$ cat src/rtl/dec_stage_if.sv
// Handshake and data bundle between IF/ID, the register file, EX and the decode stage.
// The slave modport is the decode stage's view; master is the surrounding pipeline.
interface dec_stage_if #(
   parameter int unsigned XLEN          = 32,
   parameter int unsigned PC_WIDTH      = 32,
   parameter int unsigned REG_IDX_WIDTH = 5
);
   logic                     in_valid_i;
   logic                     in_ready_o;
   logic [31:0]              instr_i;
   logic [PC_WIDTH-1:0]      pc_i;
   logic                     flush_i;
   logic [REG_IDX_WIDTH-1:0] dec_rs1_idx_o;
   logic [REG_IDX_WIDTH-1:0] dec_rs2_idx_o;
   logic                     dec_rs1_en_o;
   logic                     dec_rs2_en_o;
   logic [XLEN-1:0]          dec_rs1_i;
   logic [XLEN-1:0]          dec_rs2_i;
   logic                     ex_load_i;
   logic [REG_IDX_WIDTH-1:0] ex_rd_idx_i;
   logic                     out_valid_o;
   logic                     out_ready_i;
   logic [PC_WIDTH-1:0]      out_pc_o;
   logic [XLEN-1:0]          out_op1_o;
   logic [XLEN-1:0]          out_op2_o;
   logic [XLEN-1:0]          out_imm_o;
   logic [XLEN-1:0]          out_rs1_o;
   logic [XLEN-1:0]          out_rs2_o;
   logic [3:0]               out_alu_fun_o;
   logic [REG_IDX_WIDTH-1:0] out_rd_idx_o;
   logic                     out_rd_en_o;
   logic                     out_is_branch_o;
   logic                     out_is_jal_o;
   logic                     out_is_jalr_o;
   logic                     out_is_load_o;
   logic                     out_is_store_o;
   logic                     out_illegal_o;
   logic [2:0]               out_fun3_o;
   logic [31:0]              stall_cnt_o;

   modport slave (
      input  in_valid_i, instr_i, pc_i, flush_i, dec_rs1_i, dec_rs2_i, ex_load_i, ex_rd_idx_i,
             out_ready_i,
      output in_ready_o, dec_rs1_idx_o, dec_rs2_idx_o, dec_rs1_en_o, dec_rs2_en_o, out_valid_o,
             out_pc_o, out_op1_o, out_op2_o, out_imm_o, out_rs1_o, out_rs2_o, out_alu_fun_o,
             out_rd_idx_o, out_rd_en_o, out_is_branch_o, out_is_jal_o, out_is_jalr_o,
             out_is_load_o, out_is_store_o, out_illegal_o, out_fun3_o, stall_cnt_o
   );

   modport master (
      output in_valid_i, instr_i, pc_i, flush_i, dec_rs1_i, dec_rs2_i, ex_load_i, ex_rd_idx_i,
             out_ready_i,
      input  in_ready_o, dec_rs1_idx_o, dec_rs2_idx_o, dec_rs1_en_o, dec_rs2_en_o, out_valid_o,
             out_pc_o, out_op1_o, out_op2_o, out_imm_o, out_rs1_o, out_rs2_o, out_alu_fun_o,
             out_rd_idx_o, out_rd_en_o, out_is_branch_o, out_is_jal_o, out_is_jalr_o,
             out_is_load_o, out_is_store_o, out_illegal_o, out_fun3_o, stall_cnt_o
   );
endinterface

$ cat src/rtl/dec_stage.sv
// Registered RV32I decode stage: operand assembly, illegal-encoding detection,
// valid/ready handshake with load-use stall, flush and a saturating stall counter.
module dec_stage #(
   parameter int unsigned XLEN          = 32,
   parameter int unsigned PC_WIDTH      = 32,
   parameter int unsigned REG_IDX_WIDTH = 5
) (
   input logic        clk,
   input logic        rst,
   dec_stage_if.slave bus
);
   localparam logic [6:0] OpReg    = 7'b0110011;
   localparam logic [6:0] OpImm    = 7'b0010011;
   localparam logic [6:0] OpLoad   = 7'b0000011;
   localparam logic [6:0] OpStore  = 7'b0100011;
   localparam logic [6:0] OpBranch = 7'b1100011;
   localparam logic [6:0] OpJal    = 7'b1101111;
   localparam logic [6:0] OpJalr   = 7'b1100111;
   localparam logic [6:0] OpLui    = 7'b0110111;
   localparam logic [6:0] OpAuipc  = 7'b0010111;

   localparam logic [3:0] AluAdd  = 4'd0;
   localparam logic [3:0] AluSub  = 4'd1;
   localparam logic [3:0] AluSll  = 4'd2;
   localparam logic [3:0] AluSlt  = 4'd3;
   localparam logic [3:0] AluSltu = 4'd4;
   localparam logic [3:0] AluXor  = 4'd5;
   localparam logic [3:0] AluSrl  = 4'd6;
   localparam logic [3:0] AluSra  = 4'd7;
   localparam logic [3:0] AluOr   = 4'd8;
   localparam logic [3:0] AluAnd  = 4'd9;

   typedef struct packed {
      logic [PC_WIDTH-1:0]      pc;
      logic [XLEN-1:0]          op1;
      logic [XLEN-1:0]          op2;
      logic [XLEN-1:0]          imm;
      logic [XLEN-1:0]          rs1;
      logic [XLEN-1:0]          rs2;
      logic [3:0]               alu_fun;
      logic [REG_IDX_WIDTH-1:0] rd_idx;
      logic                     rd_en;
      logic                     is_branch;
      logic                     is_jal;
      logic                     is_jalr;
      logic                     is_load;
      logic                     is_store;
      logic                     illegal;
      logic [2:0]               fun3;
   } bundle_t;

   logic [31:0]              instr;
   logic [6:0]               opcode;
   logic [6:0]               fun7;
   logic [2:0]               fun3;
   logic [REG_IDX_WIDTH-1:0] rs1_idx;
   logic [REG_IDX_WIDTH-1:0] rs2_idx;
   logic [XLEN-1:0]          imm_i, imm_s, imm_b, imm_u, imm_j, pc_ext;
   logic [3:0]               alu_sel;
   logic                     rs1_en, rs2_en, rd_wr, bad;
   logic                     hazard, in_ready, accept;
   bundle_t                  dec;
   bundle_t                  bundle_q;
   logic                     valid_q;
   logic [31:0]              stall_q;

   assign instr   = bus.instr_i;
   assign opcode  = instr[6:0];
   assign fun3    = instr[14:12];
   assign fun7    = instr[31:25];
   assign rs1_idx = REG_IDX_WIDTH'(instr[19:15]);
   assign rs2_idx = REG_IDX_WIDTH'(instr[24:20]);

   assign imm_i  = XLEN'($signed(instr[31:20]));
   assign imm_s  = XLEN'($signed({instr[31:25], instr[11:7]}));
   assign imm_b  = XLEN'($signed({instr[31], instr[7], instr[30:25], instr[11:8], 1'b0}));
   assign imm_u  = XLEN'($signed({instr[31:12], 12'b0}));
   assign imm_j  = XLEN'($signed({instr[31], instr[19:12], instr[20], instr[30:21], 1'b0}));
   assign pc_ext = XLEN'(bus.pc_i);

   // Shared fun3 map for R-type and I-ALU; SUB only exists in the R-type encoding.
   always_comb begin
      alu_sel = AluAdd;
      case (fun3)
         3'b000: alu_sel = (opcode == OpReg && fun7 == 7'b0100000) ? AluSub : AluAdd;
         3'b001: alu_sel = AluSll;
         3'b010: alu_sel = AluSlt;
         3'b011: alu_sel = AluSltu;
         3'b100: alu_sel = AluXor;
         3'b101: alu_sel = fun7[5] ? AluSra : AluSrl;
         3'b110: alu_sel = AluOr;
         3'b111: alu_sel = AluAnd;
      endcase
   end

   always_comb begin
      dec        = '0;
      rs1_en     = 1'b0;
      rs2_en     = 1'b0;
      rd_wr      = 1'b0;
      bad        = 1'b0;
      dec.pc     = bus.pc_i;
      dec.rs1    = bus.dec_rs1_i;
      dec.rs2    = bus.dec_rs2_i;
      dec.rd_idx = REG_IDX_WIDTH'(instr[11:7]);
      dec.fun3   = fun3;
      case (opcode)
         OpReg: begin
            {rs1_en, rs2_en, rd_wr} = 3'b111;
            dec.op1     = bus.dec_rs1_i;
            dec.op2     = bus.dec_rs2_i;
            dec.alu_fun = alu_sel;
            bad = !(fun7 == 7'b0 || (fun7 == 7'b0100000 && (fun3 == 3'b000 || fun3 == 3'b101)));
         end
         OpImm: begin
            {rs1_en, rd_wr} = 2'b11;
            dec.op1     = bus.dec_rs1_i;
            dec.op2     = imm_i;
            dec.imm     = imm_i;
            dec.alu_fun = alu_sel;
            bad = (fun3 == 3'b001 && fun7 != 7'b0) ||
                  (fun3 == 3'b101 && fun7 != 7'b0 && fun7 != 7'b0100000);
         end
         OpLoad: begin
            {rs1_en, rd_wr} = 2'b11;
            dec.is_load = 1'b1;
            dec.op1     = bus.dec_rs1_i;
            dec.op2     = imm_i;
            dec.imm     = imm_i;
            bad         = (fun3 == 3'b011) || (fun3[2:1] == 2'b11);
         end
         OpStore: begin
            {rs1_en, rs2_en} = 2'b11;
            dec.is_store = 1'b1;
            dec.op1      = bus.dec_rs1_i;
            dec.op2      = imm_s;
            dec.imm      = imm_s;
            bad          = fun3 > 3'b010;
         end
         OpBranch: begin
            {rs1_en, rs2_en} = 2'b11;
            dec.is_branch = 1'b1;
            dec.op1       = bus.dec_rs1_i;
            dec.op2       = bus.dec_rs2_i;
            dec.imm       = imm_b;
            bad           = fun3[2:1] == 2'b01;
         end
         OpJal: begin
            rd_wr      = 1'b1;
            dec.is_jal = 1'b1;
            dec.op1    = pc_ext;
            dec.op2    = XLEN'(4);
            dec.imm    = imm_j;
         end
         OpJalr: begin
            {rs1_en, rd_wr} = 2'b11;
            dec.is_jalr = 1'b1;
            dec.op1     = pc_ext;
            dec.op2     = XLEN'(4);
            dec.imm     = imm_i;
            bad         = fun3 != 3'b000;
         end
         OpLui: begin
            rd_wr   = 1'b1;
            dec.op2 = imm_u;
            dec.imm = imm_u;
         end
         OpAuipc: begin
            rd_wr   = 1'b1;
            dec.op1 = pc_ext;
            dec.op2 = imm_u;
            dec.imm = imm_u;
         end
         default: bad = 1'b1;
      endcase
      // Illegal encodings travel down the pipe as an inert ADD 0,0 with only the flag set.
      if (bad) begin
         {rs1_en, rs2_en, rd_wr} = 3'b000;
         {dec.is_branch, dec.is_jal, dec.is_jalr, dec.is_load, dec.is_store} = 5'b0;
         dec.op1     = '0;
         dec.op2     = '0;
         dec.imm     = '0;
         dec.alu_fun = AluAdd;
      end
      dec.illegal = bad;
      dec.rd_en   = rd_wr && (instr[11:7] != 5'd0);
   end

   assign hazard = bus.in_valid_i && bus.ex_load_i && (bus.ex_rd_idx_i != '0) &&
                   ((rs1_en && rs1_idx == bus.ex_rd_idx_i) || (rs2_en && rs2_idx == bus.ex_rd_idx_i));
   assign in_ready = (!valid_q || bus.out_ready_i) && !hazard && !bus.flush_i;
   assign accept   = bus.in_valid_i && in_ready;

   always_ff @(posedge clk) begin
      if (rst) begin
         valid_q  <= 1'b0;
         bundle_q <= '0;
         stall_q  <= '0;
      end else begin
         if (hazard && stall_q != '1) stall_q <= stall_q + 32'd1;
         if (bus.flush_i) begin
            valid_q <= 1'b0;
         end else if (accept) begin
            valid_q  <= 1'b1;
            bundle_q <= dec;
         end else if (bus.out_ready_i) begin
            valid_q <= 1'b0;
         end
      end
   end

   assign bus.in_ready_o      = in_ready;
   assign bus.dec_rs1_idx_o   = rs1_idx;
   assign bus.dec_rs2_idx_o   = rs2_idx;
   assign bus.dec_rs1_en_o    = rs1_en;
   assign bus.dec_rs2_en_o    = rs2_en;
   assign bus.out_valid_o     = valid_q;
   assign bus.out_pc_o        = bundle_q.pc;
   assign bus.out_op1_o       = bundle_q.op1;
   assign bus.out_op2_o       = bundle_q.op2;
   assign bus.out_imm_o       = bundle_q.imm;
   assign bus.out_rs1_o       = bundle_q.rs1;
   assign bus.out_rs2_o       = bundle_q.rs2;
   assign bus.out_alu_fun_o   = bundle_q.alu_fun;
   assign bus.out_rd_idx_o    = bundle_q.rd_idx;
   assign bus.out_rd_en_o     = bundle_q.rd_en;
   assign bus.out_is_branch_o = bundle_q.is_branch;
   assign bus.out_is_jal_o    = bundle_q.is_jal;
   assign bus.out_is_jalr_o   = bundle_q.is_jalr;
   assign bus.out_is_load_o   = bundle_q.is_load;
   assign bus.out_is_store_o  = bundle_q.is_store;
   assign bus.out_illegal_o   = bundle_q.illegal;
   assign bus.out_fun3_o      = bundle_q.fun3;
   assign bus.stall_cnt_o     = stall_q;
endmodule

$ cat src/flat_wrapper.sv
// flat-port wrapper written by rule: the top's interface ports become plain ports
module dec_stage_flat 
#(
   parameter int unsigned XLEN          = 32,
   parameter int unsigned PC_WIDTH      = 32,
   parameter int unsigned REG_IDX_WIDTH = 5
)
  (clk, rst, bus_in_valid_i, bus_instr_i, bus_pc_i, bus_flush_i, bus_dec_rs1_i, bus_dec_rs2_i, bus_ex_load_i, bus_ex_rd_idx_i, bus_out_ready_i, bus_in_ready_o, bus_dec_rs1_idx_o, bus_dec_rs2_idx_o, bus_dec_rs1_en_o, bus_dec_rs2_en_o, bus_out_valid_o, bus_out_pc_o, bus_out_op1_o, bus_out_op2_o, bus_out_imm_o, bus_out_rs1_o, bus_out_rs2_o, bus_out_alu_fun_o, bus_out_rd_idx_o, bus_out_rd_en_o, bus_out_is_branch_o, bus_out_is_jal_o, bus_out_is_jalr_o, bus_out_is_load_o, bus_out_is_store_o, bus_out_illegal_o, bus_out_fun3_o, bus_stall_cnt_o);
  dec_stage_if #(.XLEN(XLEN), .PC_WIDTH(PC_WIDTH), .REG_IDX_WIDTH(REG_IDX_WIDTH)) bus_i ();
  input logic clk;
  input logic rst;
  input wire logic [$bits(bus_i.in_valid_i)-1:0] bus_in_valid_i;
  input wire logic [$bits(bus_i.instr_i)-1:0] bus_instr_i;
  input wire logic [$bits(bus_i.pc_i)-1:0] bus_pc_i;
  input wire logic [$bits(bus_i.flush_i)-1:0] bus_flush_i;
  input wire logic [$bits(bus_i.dec_rs1_i)-1:0] bus_dec_rs1_i;
  input wire logic [$bits(bus_i.dec_rs2_i)-1:0] bus_dec_rs2_i;
  input wire logic [$bits(bus_i.ex_load_i)-1:0] bus_ex_load_i;
  input wire logic [$bits(bus_i.ex_rd_idx_i)-1:0] bus_ex_rd_idx_i;
  input wire logic [$bits(bus_i.out_ready_i)-1:0] bus_out_ready_i;
  output wire logic [$bits(bus_i.in_ready_o)-1:0] bus_in_ready_o;
  output wire logic [$bits(bus_i.dec_rs1_idx_o)-1:0] bus_dec_rs1_idx_o;
  output wire logic [$bits(bus_i.dec_rs2_idx_o)-1:0] bus_dec_rs2_idx_o;
  output wire logic [$bits(bus_i.dec_rs1_en_o)-1:0] bus_dec_rs1_en_o;
  output wire logic [$bits(bus_i.dec_rs2_en_o)-1:0] bus_dec_rs2_en_o;
  output wire logic [$bits(bus_i.out_valid_o)-1:0] bus_out_valid_o;
  output wire logic [$bits(bus_i.out_pc_o)-1:0] bus_out_pc_o;
  output wire logic [$bits(bus_i.out_op1_o)-1:0] bus_out_op1_o;
  output wire logic [$bits(bus_i.out_op2_o)-1:0] bus_out_op2_o;
  output wire logic [$bits(bus_i.out_imm_o)-1:0] bus_out_imm_o;
  output wire logic [$bits(bus_i.out_rs1_o)-1:0] bus_out_rs1_o;
  output wire logic [$bits(bus_i.out_rs2_o)-1:0] bus_out_rs2_o;
  output wire logic [$bits(bus_i.out_alu_fun_o)-1:0] bus_out_alu_fun_o;
  output wire logic [$bits(bus_i.out_rd_idx_o)-1:0] bus_out_rd_idx_o;
  output wire logic [$bits(bus_i.out_rd_en_o)-1:0] bus_out_rd_en_o;
  output wire logic [$bits(bus_i.out_is_branch_o)-1:0] bus_out_is_branch_o;
  output wire logic [$bits(bus_i.out_is_jal_o)-1:0] bus_out_is_jal_o;
  output wire logic [$bits(bus_i.out_is_jalr_o)-1:0] bus_out_is_jalr_o;
  output wire logic [$bits(bus_i.out_is_load_o)-1:0] bus_out_is_load_o;
  output wire logic [$bits(bus_i.out_is_store_o)-1:0] bus_out_is_store_o;
  output wire logic [$bits(bus_i.out_illegal_o)-1:0] bus_out_illegal_o;
  output wire logic [$bits(bus_i.out_fun3_o)-1:0] bus_out_fun3_o;
  output wire logic [$bits(bus_i.stall_cnt_o)-1:0] bus_stall_cnt_o;
  assign bus_i.in_valid_i = bus_in_valid_i;
  assign bus_i.instr_i = bus_instr_i;
  assign bus_i.pc_i = bus_pc_i;
  assign bus_i.flush_i = bus_flush_i;
  assign bus_i.dec_rs1_i = bus_dec_rs1_i;
  assign bus_i.dec_rs2_i = bus_dec_rs2_i;
  assign bus_i.ex_load_i = bus_ex_load_i;
  assign bus_i.ex_rd_idx_i = bus_ex_rd_idx_i;
  assign bus_i.out_ready_i = bus_out_ready_i;
  assign bus_in_ready_o = bus_i.in_ready_o;
  assign bus_dec_rs1_idx_o = bus_i.dec_rs1_idx_o;
  assign bus_dec_rs2_idx_o = bus_i.dec_rs2_idx_o;
  assign bus_dec_rs1_en_o = bus_i.dec_rs1_en_o;
  assign bus_dec_rs2_en_o = bus_i.dec_rs2_en_o;
  assign bus_out_valid_o = bus_i.out_valid_o;
  assign bus_out_pc_o = bus_i.out_pc_o;
  assign bus_out_op1_o = bus_i.out_op1_o;
  assign bus_out_op2_o = bus_i.out_op2_o;
  assign bus_out_imm_o = bus_i.out_imm_o;
  assign bus_out_rs1_o = bus_i.out_rs1_o;
  assign bus_out_rs2_o = bus_i.out_rs2_o;
  assign bus_out_alu_fun_o = bus_i.out_alu_fun_o;
  assign bus_out_rd_idx_o = bus_i.out_rd_idx_o;
  assign bus_out_rd_en_o = bus_i.out_rd_en_o;
  assign bus_out_is_branch_o = bus_i.out_is_branch_o;
  assign bus_out_is_jal_o = bus_i.out_is_jal_o;
  assign bus_out_is_jalr_o = bus_i.out_is_jalr_o;
  assign bus_out_is_load_o = bus_i.out_is_load_o;
  assign bus_out_is_store_o = bus_i.out_is_store_o;
  assign bus_out_illegal_o = bus_i.out_illegal_o;
  assign bus_out_fun3_o = bus_i.out_fun3_o;
  assign bus_stall_cnt_o = bus_i.stall_cnt_o;
  dec_stage #(.XLEN(XLEN), .PC_WIDTH(PC_WIDTH), .REG_IDX_WIDTH(REG_IDX_WIDTH)) u_core (.clk(clk), .rst(rst), .bus(bus_i));
endmodule
$ cat config.mk
export PLATFORM = sky130hd
export DESIGN_NAME = dec_stage_flat
export DESIGN_NICKNAME = d
export VERILOG_FILES = /design/src/rtl/dec_stage_if.sv /design/src/rtl/dec_stage.sv /design/src/flat_wrapper.sv
export SDC_FILE = /design/constraint.sdc
export NUM_CORES = 1
export LEC_CHECK = 0
export BUFFER_PORTS_ARGS = -buffer_cell sky130_fd_sc_hd__buf_2
export CAP_MARGIN = 20
export CORE_UTILIZATION = 39
export DETAILED_ROUTE_END_ITERATION = 16
export PLACE_DENSITY = 0.64
export SLEW_MARGIN = 15
export SYNTH_ARGS = -nofsm -noshare
export SYNTH_HDL_FRONTEND = slang
export SYNTH_SLANG_ARGS = --single-unit
$ cat constraint.sdc
create_clock -name clk -period 3.2 [get_ports clk]
set_input_delay 0.64 -clock clk [delete_from_list [all_inputs] [get_ports clk]]
set_output_delay 0.64 -clock clk [all_outputs]
set_load 0.05 [all_outputs]
==> impl_results.md <==
* Status: complete, no violations
* Largest net degree at the start of global routing at 211
* # rows at 64
* Sequential share of the synthesized area at 40.3%
* CP max FO at 7
* Setup Fix Bufs, Post-CTS at 0
* Routability Congestion at 0.927
* Placed Cells incl. Taps at 2117
* Vias/cell at 5.77
* Setup TNS at 0 ps
* Nets at 1891
* Final Slew Violations at 0
* Non-filler cells, final at 2168
* Die area at 0.0318 mm2
* Cts repair resizes at 0
* Port-buffer cells at 395
* Hold-fix buffers, CTS at 0
* CTS tree: built
* Sequential power share at 43.5%
* First-pass GRT wire length at 65500 um
* Total CTS buffers at 28
* RSZ-0062 raised after global routing: no
* Antenna Nets Post-Route at 0
* CTS sink cnt at 244
* Normalized max-slew margin at 26.8%
* Multi-input gate area at 0.00645 mm2
* Vias in the first global route at 11.3k
* Leading area contributor after synthesis: dfxtp_1
* All-Layer GR Usage at 26.0%
* FILL cells at 2987
* Vias at 12.5k
* DIE WIDTH at 178 um
* Logic pwr share at 13.5%
* Clk slew on worst S/H paths at 60 ps
* Post-synth EDFFs at 0
* Worst slack, placed at 153 ps
* Switching share of total power at 28.2%
* Ranking of synthesized cells by area: dfxtp_1, nand2b_1, nand4b_1, o21ai_0, o21ai_1
* Longest Clk Path Bufs at 3
* Pre-antenna DRT Iters at 7
* Layout area overhead at 25.4%
* Syn Area/Cell at 8.38 um2
* Most frequent cells in the layout: buf_2, dfxtp_1, nand2b_1, o21ai_0, nand4b_1
* Pwr Density at 476 mW/mm2
* Worst Tran Pin Value at 1100 ps
* Finish-stage setup viols at 0
* Total power at 7.23 mW
* Net Sw Power at 2.04 mW
* Register area at 0.00488 mm2
* Cells after synthesis at 1446
* Critical path data required time at 2560 ps
* Int Power at 5.19 mW
* VDD IR max at 0.406 mV
* Routed WL at 43700 um
* Cell Area, Synth at 0.0121 mm2
* Tcrit/Tclk final at 95.7%
* HP Class: in2reg
* Grt total ovfl at 0
* Worst skew pair latency at 540 ps
* CP arrival at 2420 ps
* DR iter-0 viols at 1405
* CP Class: in2out
* # diodes at 0
* Number of library cell types mapped by synthesis at 60
* Final setup margin at 138 ps
* CORE AREA at 0.0306 mm2
* Share of post-route cells with drive strength above 1 at 28.1%
* Initial antenna violation count at 0
* Root buf cell: clkbuf_16
* Yosys top cell area share at 40.3%
* HPWL Detailed at 29200 um
* Ys async rst share at 0%
* Starting Density at 39.6%
* Clk pwr share at 43.1%
* Die Ht at 178 um
* Fin area at 0.0152 mm2
* Ys flop type: dfxtp_1
* Max Fclk at 327 MHz
* Fin. Hold Viols at 0
* YS warnings at 0
* H-tree Lvls at 1
* Avg WL per Cell at 20.2 um
* Max cap viols at 0
* Leak Pwr at 5.96 nW
* Period minus WS final at 3060 ps
* Boundary pin count at 396
* CP endpoint kind: output pin
* Syn nets at 1586
* Most common cell after layout, fill and taps aside: buf_2
* Crit start category: input pin
* Yosys reg bits at 244
* Skew final at 12.7 ps
* DRC Markers at 0
* Post-place instance area at 0.0143 mm2
-- path summary, 6_finish.rpt --
path	start	end	slack (ps)	cells past startpoint
worst min register to register	u_core.bus.out_op1_o[19]	u_core.bus.out_op1_o[19]	460	2
worst max register to register	u_core.bus.stall_cnt_o[20]	u_core.bus.stall_cnt_o[9]	900	9
worst max-delay path	bus_instr_i[1]	bus_in_ready_o	140	7
worst min-delay path	bus_flush_i	u_core.bus.out_valid_o	260	2
-- area by class of cell --
type | instances | share of cell area (%)
inverter | 3 | 0.0741
clock inverter | 5 | 0.272
clock buffer | 46 | 5.59
tap | 396 | 3.26
multi-input combinational | 1036 | 42.5
timing repair buffer | 438 | 16.2
sequential | 244 | 32.2
-- cells in the mapped netlist (2+ instances only) --
master       n
nand2b_1   213
buf_6       11
o21ai_1    100
a221oi_1     2
and2_1      15
clkbuf_1   101
o211ai_1     4
a222oi_1     4
o21ai_0    134
nor2_1      18
nand3_1     79
a21oi_1     49
a21oi_4      2
xnor2_1      4
or3_1       24
nand4_1     32
nand4b_1   112
nor4_1       2
nand2_1     41
dfxtp_1    244
xor2_1       9
a22oi_1     50
and4_1       2
clkbuf_2    10
a211oi_1    13
buf_2       26
o31ai_1      6
or2_2        3
nor2b_1      6
and3_1       8
o31a_1       2
mux2i_1      5
a21oi_2      2
nor3_1      56
buf_4       14
inv_1        3
o2111ai_1   11
or4_1        7
-- flip-flops by register name (all words and copies together), names as in the netlist, 5 cells and up --
| register | cells |
|---|---|
| u_core.bus.out_op2_o | 32 |
| u_core.bus.out_pc_o | 32 |
| u_core.bus.out_rs1_o | 32 |
| u_core.bus.out_imm_o | 32 |
| u_core.bus.out_rd_idx_o | 5 |
| u_core.bus.out_rs2_o | 32 |
| u_core.bus.out_op1_o | 32 |
| u_core.bus.stall_cnt_o | 32 |
-- worst max-delay path, cell delays in order --
cell	delay, ps
buf_2	130
and2_1	190
and4bb_1	280
o32a_1	400
o211a_4	200
a21oi_4	230
buf_2	340
-- logic make-up (layout without fill, tap and decap cells) --
family,Yosys count,count (layout),share of synthesized area [%]
buf+inv,166,492,6.63
mux,5,5,0.413
flops,244,244,40.3
fa+ha+maj,1,1,0.103
compound gates,388,388,18.8
simple gates,629,629,32.8
xor+xnor,13,13,0.940
-- stage by stage --
step,util (%),hold WS [ps]
global placement,46.7,449
detailed placement,46.7,451
CTS,49.6,229
floorplan,-,688
finish,49.6,264
global route,49.6,244
-- metal layers --
layer  global-route usage [%]  vias to the layer above  part of all wire (%)
li1                         -                     5850                     -
met1                     37.2                     5975                    44
met2                     39.0                      605                    44
met3                     4.84                       73                   8.8
met4                     8.37                        0                   2.6
met5                        0                        -                     0
-- power groups by stage --
stage	Clock (mW)	Sequential, mW	Combinational (mW)
after floorplan	0	3.43	0.406
after global placement	0	3.20	0.958
after detailed placement	0	3.20	0.961
after CTS	3.17	3.14	0.963
after global routing	3.30	3.15	1.02
final	3.11	3.14	0.973
Note: power is estimated with default switching activity, not from simulation.
